<file path="src/rtl/fwd_hazard_unit.sv">
// Data-hazard unit: tracks in-flight writers per back-end stage, selects EX forwards, raises load-use stall.
// Optional HAZARD_STATS_EN adds stall_cnt/fwd_cnt event counters.
module fwd_hazard_unit #(
  parameter int unsigned NUM_SRC    = 2,
  parameter int unsigned DEPTH      = 3,
  parameter int unsigned LOAD_READY = 2,
  localparam int unsigned SEL_W     = $clog2(DEPTH)
) (
  input  logic                     clk,
  input  logic                     rst,
  input  logic                     id_valid,
  input  logic [NUM_SRC*5-1:0]     id_rs,
  input  logic [NUM_SRC-1:0]       id_rs_used,
  input  logic [4:0]               id_rd,
  input  logic                     id_regwr,
  input  logic                     id_is_load,
  input  logic                     flush,
  output logic                     stall,
  output logic [NUM_SRC*SEL_W-1:0] fwd_sel,
  output logic                     ex_load_pending
`ifdef HAZARD_STATS_EN
  ,
  output logic [31:0]              stall_cnt,
  output logic [31:0]              fwd_cnt
`endif
);

  logic [DEPTH-1:0]     t_valid;
  logic [DEPTH-1:0]     t_regwr;
  logic [DEPTH-1:0]     t_load;
  logic [4:0]           t_rd [DEPTH];
  // Source fields only matter while the instruction sits in EX, so only entry 0 keeps them.
  logic [NUM_SRC*5-1:0] ex_rs;
  logic [NUM_SRC-1:0]   ex_rs_used;
  logic                 load_en;
  logic                 load_hit;

  assign load_en = id_valid & ~flush & ~stall;

  always_ff @(posedge clk) begin
    if (rst) begin
      t_valid    <= '0;
      t_regwr    <= '0;
      t_load     <= '0;
      for (int unsigned k = 0; k < DEPTH; k++) t_rd[k] <= '0;
      ex_rs      <= '0;
      ex_rs_used <= '0;
    end else begin
      for (int unsigned k = 1; k < DEPTH; k++) begin
        t_valid[k] <= t_valid[k-1];
        t_regwr[k] <= t_regwr[k-1];
        t_load[k]  <= t_load[k-1];
        t_rd[k]    <= t_rd[k-1];
      end
      t_valid[0] <= load_en;
      t_regwr[0] <= load_en & id_regwr;
      t_load[0]  <= load_en & id_is_load;
      t_rd[0]    <= load_en ? id_rd : '0;
      ex_rs      <= load_en ? id_rs : '0;
      ex_rs_used <= load_en ? id_rs_used : '0;
    end
  end

  function automatic logic writes(input int unsigned k, input logic [4:0] r);
    return t_valid[k] && t_regwr[k] && (t_rd[k] != 5'd0) && (t_rd[k] == r);
  endfunction

  // Scan oldest to youngest so the youngest eligible writer overwrites last.
  always_comb begin
    fwd_sel = '0;
    for (int unsigned i = 0; i < NUM_SRC; i++) begin
      for (int unsigned k = DEPTH - 1; k >= 1; k--) begin
        if (t_valid[0] && ex_rs_used[i] && writes(k, ex_rs[i*5 +: 5]) &&
            !(t_load[k] && (k < LOAD_READY)))
          fwd_sel[i*SEL_W +: SEL_W] = SEL_W'(k);
      end
    end
  end

  always_comb begin
    load_hit = 1'b0;
    for (int unsigned k = 0; (k + 1 < LOAD_READY) && (k < DEPTH); k++) begin
      for (int unsigned i = 0; i < NUM_SRC; i++) begin
        if (t_load[k] && id_rs_used[i] && writes(k, id_rs[i*5 +: 5]))
          load_hit = 1'b1;
      end
    end
  end

  assign stall           = id_valid & ~flush & load_hit;
  assign ex_load_pending = t_valid[0] & t_load[0];

`ifdef HAZARD_STATS_EN
  always_ff @(posedge clk) begin
    if (rst) begin
      stall_cnt <= '0;
      fwd_cnt   <= '0;
    end else begin
      if (stall)    stall_cnt <= stall_cnt + 32'd1;
      if (|fwd_sel) fwd_cnt   <= fwd_cnt + 32'd1;
    end
  end
`endif

endmodule

</file>
<file path="config.mk">
export PLATFORM = sky130hd
export DESIGN_NAME = fwd_hazard_unit
export DESIGN_NICKNAME = d
export VERILOG_FILES = /design/src/rtl/fwd_hazard_unit.sv
export SDC_FILE = /design/constraint.sdc
export NUM_CORES = 1
export LEC_CHECK = 0
export ABC_AREA = 1
export BUFFER_PORTS_ARGS = -buffer_cell sky130_fd_sc_hd__buf_2
export CAP_MARGIN = 20
export CORE_UTILIZATION = 30
export CTS_CLUSTER_DIAMETER = 50
export DETAILED_ROUTE_END_ITERATION = 6
export PLACE_DENSITY = 0.46
export SETUP_SLACK_MARGIN = 0.05
export SLEW_MARGIN = 10
export SYNTH_ARGS = -nofsm -noshare
export SYNTH_HDL_FRONTEND = slang
export SYNTH_SLANG_ARGS = --single-unit
</file>
<file path="constraint.sdc">
create_clock -name clk -period 3.1 [get_ports clk]
set_input_delay 0.62 -clock clk [delete_from_list [all_inputs] [get_ports clk]]
set_output_delay 0.62 -clock clk [all_outputs]
set_load 0.03 [all_outputs]
</file>
== Word level (Yosys, flattened, before mapping) ==
Memory sizes are Yosys's and may differ from the RTL's.
Cells that the tools add are included.
Cells by class
  $lt $le $gt $ge: 0
  bitwise gates (word level): 12
  $add $sub $neg: 0
  mux-type cells: 13
  multiply operators: 0
  equality and inequality tests: 6
  div/mod/pow operators: 0
  shift-type cells: 0
  reductions and logical operators: 29
Operators by type and width (count)
  $eq 5x5->1: 6
  $logic_and 1x1->1: 24
  $mux 5: 4
  $reduce_bool 5->1: 3
  $mux 2: 4
  $and 1x1->1: 6
  $mux 1: 5
  $not 1->1: 3
  $or 1x1->1: 3
  $reduce_or 2->1: 1
  $logic_not 1->1: 1
Word-level totals
  bits in registers: 20
  memories: 1
  bits in read-only memories: 0
  output and inout port bits: 6
  input port bits: 23
  RAM bits: 15
  word-level logic and storage cells: 66
  latch bits: 0
Memories
  t_rd: words 3, bits a word 5, rd ports 3, clocked after Yosys merged registers in 0, wr ports 3, RTL line 31  | logic [4:0] t_rd [DEPTH];

== Depth between registers and ports, before layout ==
Gate-level depths: netlist (run 1).
  depth in word-level cells: 11
  gate-level depth with buffers: 10
  gate-level depth less buffers: 9

== Worst setup path after synthesis (run 1) ==
No wires, ideal clock.
  kind: input to output
  start: input port id_rs[5]
  end: output port stall
  stages on the path: 8
  arrival: 1.425 ns
  slack: 1.055 ns
  path buffers: 0
  required time: 2.480 ns
  cells stage by stage: inv_1 -> nand2_1 -> nand2_1 -> nor2_1 -> nand3_1 -> nand2_1 -> nand2_2 -> nor2_1
Between the ends
  cells in the longest elaborated chain, start to end: 5
Ends and longest elaborated chain
  from (decl): RTL line 12  | input logic [NUM_SRC*5-1:0] id_rs,
  $eq 5x5->1: RTL line 65  | return t_valid[k] && t_regwr[k] && (t_rd[k] != 5'd0) && (t_rd[k] == r);
  $logic_and 1x1->1: RTL line 65
  $logic_and 1x1->1: RTL line 84  | if (t_load[k] && id_rs_used[i] && writes(k, id_rs[i*5 +: 5]))
  $mux 1: RTL line 84
  $and 1x1->1: RTL line 90  | assign stall = id_valid & ~flush & load_hit;
  to (decl): RTL line 18  | output logic stall,
Every way passes these cells.

== Worst setup path in the final report (run 1) ==
  start: register t_valid[0]
  end: output port fwd_sel[1]
Between the ends
  cells in the longest elaborated chain, start to end: 4
  elaborated cells between the ends (all ways): 6
  those cells by class: mux (2); reduce/logical (4)
Ends and longest elaborated chain
  from (decl): RTL line 28  | logic [DEPTH-1:0] t_valid;
  from (signal, indexed assignment): RTL line 50  | t_valid[k] <= t_valid[k-1];
  from (signal assigned): RTL line 55  | t_valid[0] <= load_en;
  $logic_and 1x1->1 (*): RTL line 73  | if (t_valid[0] && ex_rs_used[i] && writes(k, ex_rs[i*5 +: 5]) &&
  $logic_and 1x1->1: RTL line 73
  $mux 2 or $logic_and 1x1->1 (tied branches): RTL line 73
  $mux 2 (*): RTL line 73
  to (decl): RTL line 19  | output logic [NUM_SRC*SEL_W-1:0] fwd_sel,
Mark *: on every way between the ends. The rest lies on a longest branch, timed or not.

==> results of run 1 <==
flip-flops by register name (all words and copies together) (netlist names):
signal / cells
t_rd: 15
ex_rs_used: 2
t_regwr: 3
t_valid: 3
t_load: 2
ex_rs: 10
kinds of logic after synthesis:
kind of cell / after synthesis
and+or+nand+nor: 119
buffers and inverters: 50
DFF: 35
xor gates and xnor gates: 11
AOI/OAI and AO/OA: 10
cell usage in the layout, fill, tap and decap left out, drive strengths merged:
| cell type | instances |
|---|---|
| buf | 28 |
| xnor2 | 3 |
| clkinv | 1 |
| inv | 46 |
| or2 | 1 |
| clkbuf | 6 |
| nor3 | 6 |
| xor2 | 8 |
| o21ai | 5 |
| nand3 | 12 |
| o22ai | 1 |
| nand2 | 45 |
| nor2 | 55 |
| a21oi | 3 |
| o211ai | 1 |
| dfxtp | 35 |
cell type report:
class                      count  area (µm²)  area share [%]
sequential                    35         701            38.6
multi-input combinational    140         629            34.7
inverter                      46         173            9.52
timing repair buffer          28         140            7.72
tap                           67        83.8            4.62
clock buffer                   6        82.6            4.55
clock inverter                 1        5.00           0.276
Yosys cell counts, drive strengths merged:
cell	n
nor2	55
inv	46
clkbuf	2
nor3	6
buf	2
xnor2	3
nand3	12
o211ai	1
o22ai	1
or2	1
dfxtp	35
o21ai	5
a21oi	3
nand2	45
xor2	8
report_power, final:
group | internal [mW] | leakage [nW] | switching (mW) | total (mW)
Combinational | 0.0270 | 0.661 | 0.0366 | 0.0636
Clock | 0.174 | 0.0470 | 0.152 | 0.326
Sequential | 0.460 | 0.284 | 0.00921 | 0.469
metrics by stage:
step / hold WS (ns) / setup slack, ns / cells / cell area [µm²] / power, mW
3_5_place_dp: 0.419 / 0.958 / 316 / 1730 / 0.544
6_report: 0.429 / 0.964 / 323 / 1810 / 0.859
3_3_place_gp: 0.415 / 0.949 / 316 / 1730 / 0.544
2_1_floorplan: 0.403 / 1.06 / 225 / 1530 / 0.518
4_1_cts: 0.431 / 0.938 / 323 / 1810 / 0.876
5_1_grt: 0.465 / 0.804 / 323 / 1810 / 0.905
metal layers:
| layer | wire (µm) | part of all wire, % |
|---|---|---|
| met2 | 1550 | 47 |
| met1 | 1560 | 47 |
| met4 | 55 | 1.7 |
| met5 | 0 | 0 |
| met3 | 134 | 4.1 |
critical path, stage by stage (launching register included):
cell	delay, ns
dfxtp_1	0.45
nand2_1	0.13
nor3_1	0.18
nand3_1	0.10
nor2_1	0.14
nor2_1	0.06
buf_2	0.17
worst max-delay path by stage:
stage | start | depth (start not counted) | to
2_1_floorplan | id_rs[5] | 8 | stall
3_3_place_gp | id_rs[4] | 9 | stall
3_5_place_dp | id_rs[4] | 9 | stall
4_1_cts | t_valid[0] | 6 | fwd_sel[1]
5_1_grt | t_rd[0][3] | 9 | stall
6_report | t_valid[0] | 6 | fwd_sel[1]
==> impl_metrics.py, run 1 <==
metrics = {
    "sta": {
        "period_share_pct": 68.9,
        "tightest_slew_ns": 0.402,
        "max-slew-margin-rel_pct": 73.1,
        "finalHoldViolCount": 0,
        "setup_viol": 0,
        "finClkSkew_ns": 0.00281,
        "setup-tns-final_ns": 0,
        "maxSlewViolCount": 0,
        "layout_min_cycle_time_ns": 2.14,
        "grt_setup_unrepaired": "no",
        "max_freq_mhz": 468,
    },
    "global_route": {
        "track_usage_pct": 14.3,
        "grt_pass1_wl_um": 5550,
        "met1_usage_pct": 17.9,
        "grt_pass1_vias": 1189,
        "grt_remaining_overflow": 0,
        "grt-busiest-layer": "met2",
        "grt_antenna_before_repair": 0,
        "grt_start_max_net_pins": 21,
        "met2_usage_pct": 22.8,
        "grt_util_met3_pct": 4.25,
    },
    "finish": {
        "n_fill_cell": 559,
        "nets": 279,
        "drive_above_1_share_pct": 16.0,
        "diodes": 0,
        "final_util_pct": 37.7,
        "synthToLayoutAreaGrowth_pct": 18.4,
    },
    "hold_path": {
        "worstHoldStart": "t_valid[1]",
        "min_delay_path_depth": 2,
        "hp-class": "flip-flop to flip-flop",
        "min_to": "t_valid[2]",
    },
    "synthesis": {
        "synth_compound_area_share_pct": 3.51,
        "synth_area_mm2": 0.00153,
        "ys_types": 19,
        "synth_top_family_by_area": "simple AND/OR/NAND/NOR gates",
        "syn_inst": 225,
        "synthDominantCellAreaShare_pct": 45.7,
        "synthXorXnorAreaFrac_pct": 6.29,
        "ys_ff_latch": 35,
        "syn-num-nets": 248,
        "yosys-top-cells-area": "dfxtp_1 (46%), nor2_1 (13%), inv_1 (11%)",
        "synth_fa_ha_area_share_pct": 0,
        "ys_warn_count": 0,
        "ys_seq_area_share_pct": 45.7,
        "yosys.area_share.simple_pct": 31.3,
        "synthMuxAreaShare_pct": 0,
        "syn_area_per_cell_um2": 6.81,
        "yosysTopAreaCell": "dfxtp_1",
    },
    "detailed_routing": {
        "drtIter0Drc": 67,
        "drt_wl_total_um": 3290,
        "firstDrtPassIters": 4,
        "vias": 1278,
        "ant_nets": 0,
        "drt-vias-per-instance": 3.96,
        "detail_route.wl_per_cell_um": 10.2,
        "drc_errors": 0,
    },
    "setup_path": {
        "worst_ep_required_time_ns": 2.48,
        "worst-r2r-cell-count": 9,
        "r2r_start": "t_rd[0][3]",
        "ff2ff_setup_slack_ns": 1.64,
        "crit_arrival_ns": 1.52,
        "endpoint_kind": "output port",
        "worstSetupStartpointType": "flip-flop",
        "critical_path.max_fanout": 6,
        "r2r-end": "ex_rs[8]",
        "crit_type": "flip-flop to output port",
    },
    "clock_tree": {
        "cts.clk_slew.worst_paths_ns": 0.07,
        "clockRootBuffer": "clkbuf_8",
        "cts_tree": "built",
        "cts_num_sinks": 35,
        "ctsHoldBuffers": 0,
        "cts_setup_buffers": 0,
        "cts_resized": 0,
        "clock_path_buffers": 2,
        "htreeDepth": 2,
        "cts_buffers": 5,
        "worstSkewPairLatency_ns": 0.28,
    },
    "run": {
        "cap_violations": 0,
    },
    "place": {
        "io_buffers": 28,
        "dp_hpwl_um": 2600,
        "globalplace.congestion": 0.848,
    },
    "floorplanning": {
        "fp-row-count": 25,
        "die_h_um": 73.5,
        "initial_core_util_pct": 31.8,
        "die_area_mm2": 0.00540,
        "ios": 29,
        "die_w_um": 73.5,
        "core_mm2": 0.00482,
    },
    "power": {
        "leakagePower_nw": 0.993,
        "peakVddDrop_v": 0.000239,
        "power-per-cell-area_mw_per_mm2": 473,
    },
    "outcome": {
        "status": "complete, no violations",
    },
}
(Power assumes the default switching activity.)
==> run 2: changes to the inputs <==
--- a/config.mk
+++ b/config.mk
@@ -5,13 +5,13 @@
 export SDC_FILE = /design/constraint.sdc
 export NUM_CORES = 1
 export LEC_CHECK = 0
-export ABC_AREA = 1
+export ABC_AREA = 0
 export BUFFER_PORTS_ARGS = -buffer_cell sky130_fd_sc_hd__buf_2
 export CAP_MARGIN = 20
 export CORE_UTILIZATION = 30
 export CTS_CLUSTER_DIAMETER = 50
 export DETAILED_ROUTE_END_ITERATION = 6
-export PLACE_DENSITY = 0.46
+export PLACE_DENSITY = 0.47
 export SETUP_SLACK_MARGIN = 0.05
 export SLEW_MARGIN = 10
 export SYNTH_ARGS = -nofsm -noshare
==> constraint.sdc (replaced) <==
create_clock -name clk -period 2.2 [get_ports clk]
set_input_delay 0.44 -clock clk [delete_from_list [all_inputs] [get_ports clk]]
set_output_delay 0.44 -clock clk [all_outputs]
set_load 0.03 [all_outputs]
==> run 2 against run 1 <==
Net effect: utilization up 1.6 points; sequential power rose by 41%; clock power grew 42%; die area is 1.1% lower; total power grew 42%; critical endpoint is now fwd_sel[3]; largest cell class is now multi-input combinational cells.
==> impl_metrics.py, run 2 <==
metrics = {
    "hold_path": {
        "min_delay_path_depth": 2,
        "hp-class": "input port to flip-flop",
    },
    "sta": {
        "finClkSkew_ns": 0.00310,
        "grt_setup_unrepaired": "yes",
        "setup_viol": 0,
        "finalHoldViolCount": 0,
        "setup-tns-final_ns": 0,
        "max-slew-margin-rel_pct": 62.1,
        "max_freq_mhz": 455,
        "layout_min_cycle_time_ns": 2.20,
        "period_share_pct": 99.9,
        "tightest_slew_ns": 0.569,
        "maxSlewViolCount": 0,
    },
    "place": {
        "dp_hpwl_um": 2630,
        "io_buffers": 28,
        "globalplace.congestion": 0.779,
        "post_dp_cell_area_mm2": 0.00173,
    },
    "clock_tree": {
        "cts.clk_slew.worst_paths_ns": 0.07,
        "ctsHoldBuffers": 0,
        "worstSkewPairLatency_ns": 0.28,
        "cts_tree": "built",
        "cts_num_sinks": 35,
        "clock_path_buffers": 2,
        "htreeDepth": 2,
        "cts_buffers": 5,
        "clockRootBuffer": "clkbuf_8",
    },
    "setup_path": {
        "worst-r2r-cell-count": 4,
        "crit_arrival_ns": 1.76,
        "ff2ff_setup_slack_ns": 0.52,
        "worstSetupStartpointType": "flip-flop",
        "endpoint_kind": "output port",
        "crit_type": "flip-flop to output port",
        "worst_ep_required_time_ns": 1.76,
        "critical_path.max_fanout": 4,
    },
    "synthesis": {
        "yosys-top-cells-area": "dfxtp_1 (46%), xnor2_1 (13%), nand3b_1 (9.4%)",
        "synthDominantCellAreaShare_pct": 46.2,
        "synth_area_mm2": 0.00152,
        "synth-edff-count": 0,
        "synth_most_common_cell": "dfxtp_1",
        "async_flop_share_pct": 0,
        "syn-num-nets": 179,
        "ys_warn_count": 0,
        "ys_top_cells_by_count": "dfxtp_1 (35), xnor2_1 (22), a21oi_1 (19), nand3b_1 (19), nor2b_1 (15)",
        "yosysTopAreaCell": "dfxtp_1",
        "ys_types": 23,
        "ys_seq_area_share_pct": 46.2,
        "syn_area_per_cell_um2": 9.71,
        "syn_inst": 156,
        "synth-main-ff-cell": "dfxtp_1",
        "ys_ff_latch": 35,
    },
    "finish": {
        "n_fill_cell": 479,
        "largest-register": "t_rd",
        "final_cell_mix": "dfxtp_1 (31), buf_2 (25), xnor2_1 (22), nand3b_1 (19), a21oi_1 (19)",
        "nets": 209,
        "largest_reg_flops": 15,
        "fin_area_mm2": 0.00188,
        "diodes": 0,
        "synthToLayoutAreaGrowth_pct": 23.9,
        "drive_above_1_share_pct": 26.9,
        "biggestRegsByFlops": "t_rd: 15 flops, ex_rs: 10 flops",
        "final_common_cell": "dfxtp_1",
    },
    "global_route": {
        "grt_remaining_overflow": 0,
        "grt_antenna_before_repair": 0,
        "track_usage_pct": 15.5,
        "grt_pass1_wl_um": 6110,
        "grt_pass1_vias": 1308,
        "grt_start_max_net_pins": 36,
    },
    "power": {
        "leakagePower_nw": 0.737,
        "peakVddDrop_v": 0.000240,
        "power-per-cell-area_mw_per_mm2": 651,
    },
    "detailed_routing": {
        "drtIter0Drc": 40,
        "drc_errors": 0,
        "firstDrtPassIters": 4,
        "ant_nets": 0,
        "detail_route.wl_per_cell_um": 13.8,
        "drt_wl_total_um": 3500,
        "drt-vias-per-instance": 4.62,
        "vias": 1168,
    },
    "outcome": {
        "status": "complete, no violations",
    },
    "floorplanning": {
        "core_mm2": 0.00479,
        "initial_core_util_pct": 31.7,
        "die_h_um": 73.1,
        "die_area_mm2": 0.00534,
        "ios": 29,
        "fp-row-count": 25,
        "die_w_um": 73.1,
    },
    "run": {
        "cap_violations": 0,
    },
}
[run 2: where the power goes]
part	leakage [nW]	internal, mW	switching [mW]
combinational	0.403	0.0516	0.0473
sequential	0.287	0.646	0.0155
clock	0.0470	0.245	0.217
[run 2: cell families after synthesis]
family | share of synthesized area, %
xor gates and xnor gates | 17.3
DFF | 46.2
AOI/OAI and AO/OA | 9.41
buffers and inverters | 2.97
and+or+nand+nor | 24.0
[run 2: critical path, stage by stage, from the launching register on]
cell and delay [ns]:
dfxtp_4 0.36, or4_4 0.53, o2111ai_4 0.23, nor3_2 0.08, nor3_2 0.10, buf_4 0.18
[run 2: final timing paths]
check / startpoint / end
worst max-delay path: t_rd[0][6] / fwd_sel[3]
worst max register to register: t_rd[0][0] / t_valid[0]
worst min register to register: t_regwr[0] / t_regwr[1]
worst min-delay path: flush / t_valid[0]
[run 2: routing by layer]
metal | vias to the layer above | GRT usage [%] | routed length [µm]
met3 | 4 | 3.45 | 136
li1 | 600 | - | -
met5 | - | 0 | 0
met4 | 0 | 7.84 | 32
met2 | 31 | 24.0 | 1610
met1 | 533 | 20.1 | 1720
[run 2: area by class of cell]
cell class | instances | area [µm²] | share of cell area [%]
flip-flops and latches | 35 | 711 | 37.8
clock inverters | 1 | 5.00 | 0.266
well taps | 67 | 83.8 | 4.46
clock buffers | 6 | 82.6 | 4.40
repair buffers | 32 | 178 | 9.46
multi-input cells | 110 | 811 | 43.2
inverters | 2 | 7.51 | 0.400
[run 2: metrics by stage]
stage / std cells / utilization, % / setup slack [ns] / hold WS, ns / power [mW]
2_1_floorplan: 156 / - / 0.0715 / 0.438 / 0.731
3_3_place_gp: 245 / 36.2 / 0.256 / 0.469 / 0.773
3_5_place_dp: 245 / 36.2 / 0.217 / 0.470 / 0.773
4_1_cts: 253 / 39.1 / -0.0160 / 0.330 / 1.24
5_1_grt: 253 / 39.2 / -0.107 / 0.343 / 1.29
6_report: 253 / 39.2 / 0.00154 / 0.336 / 1.22
[run 2: timing repair]
item,in CTS,in global routing
resized for setup,11,4
setup endpoints to repair,4,5
setup buffers,1,0
endpoints found under the hold margin,0,0
pin swaps,4,1
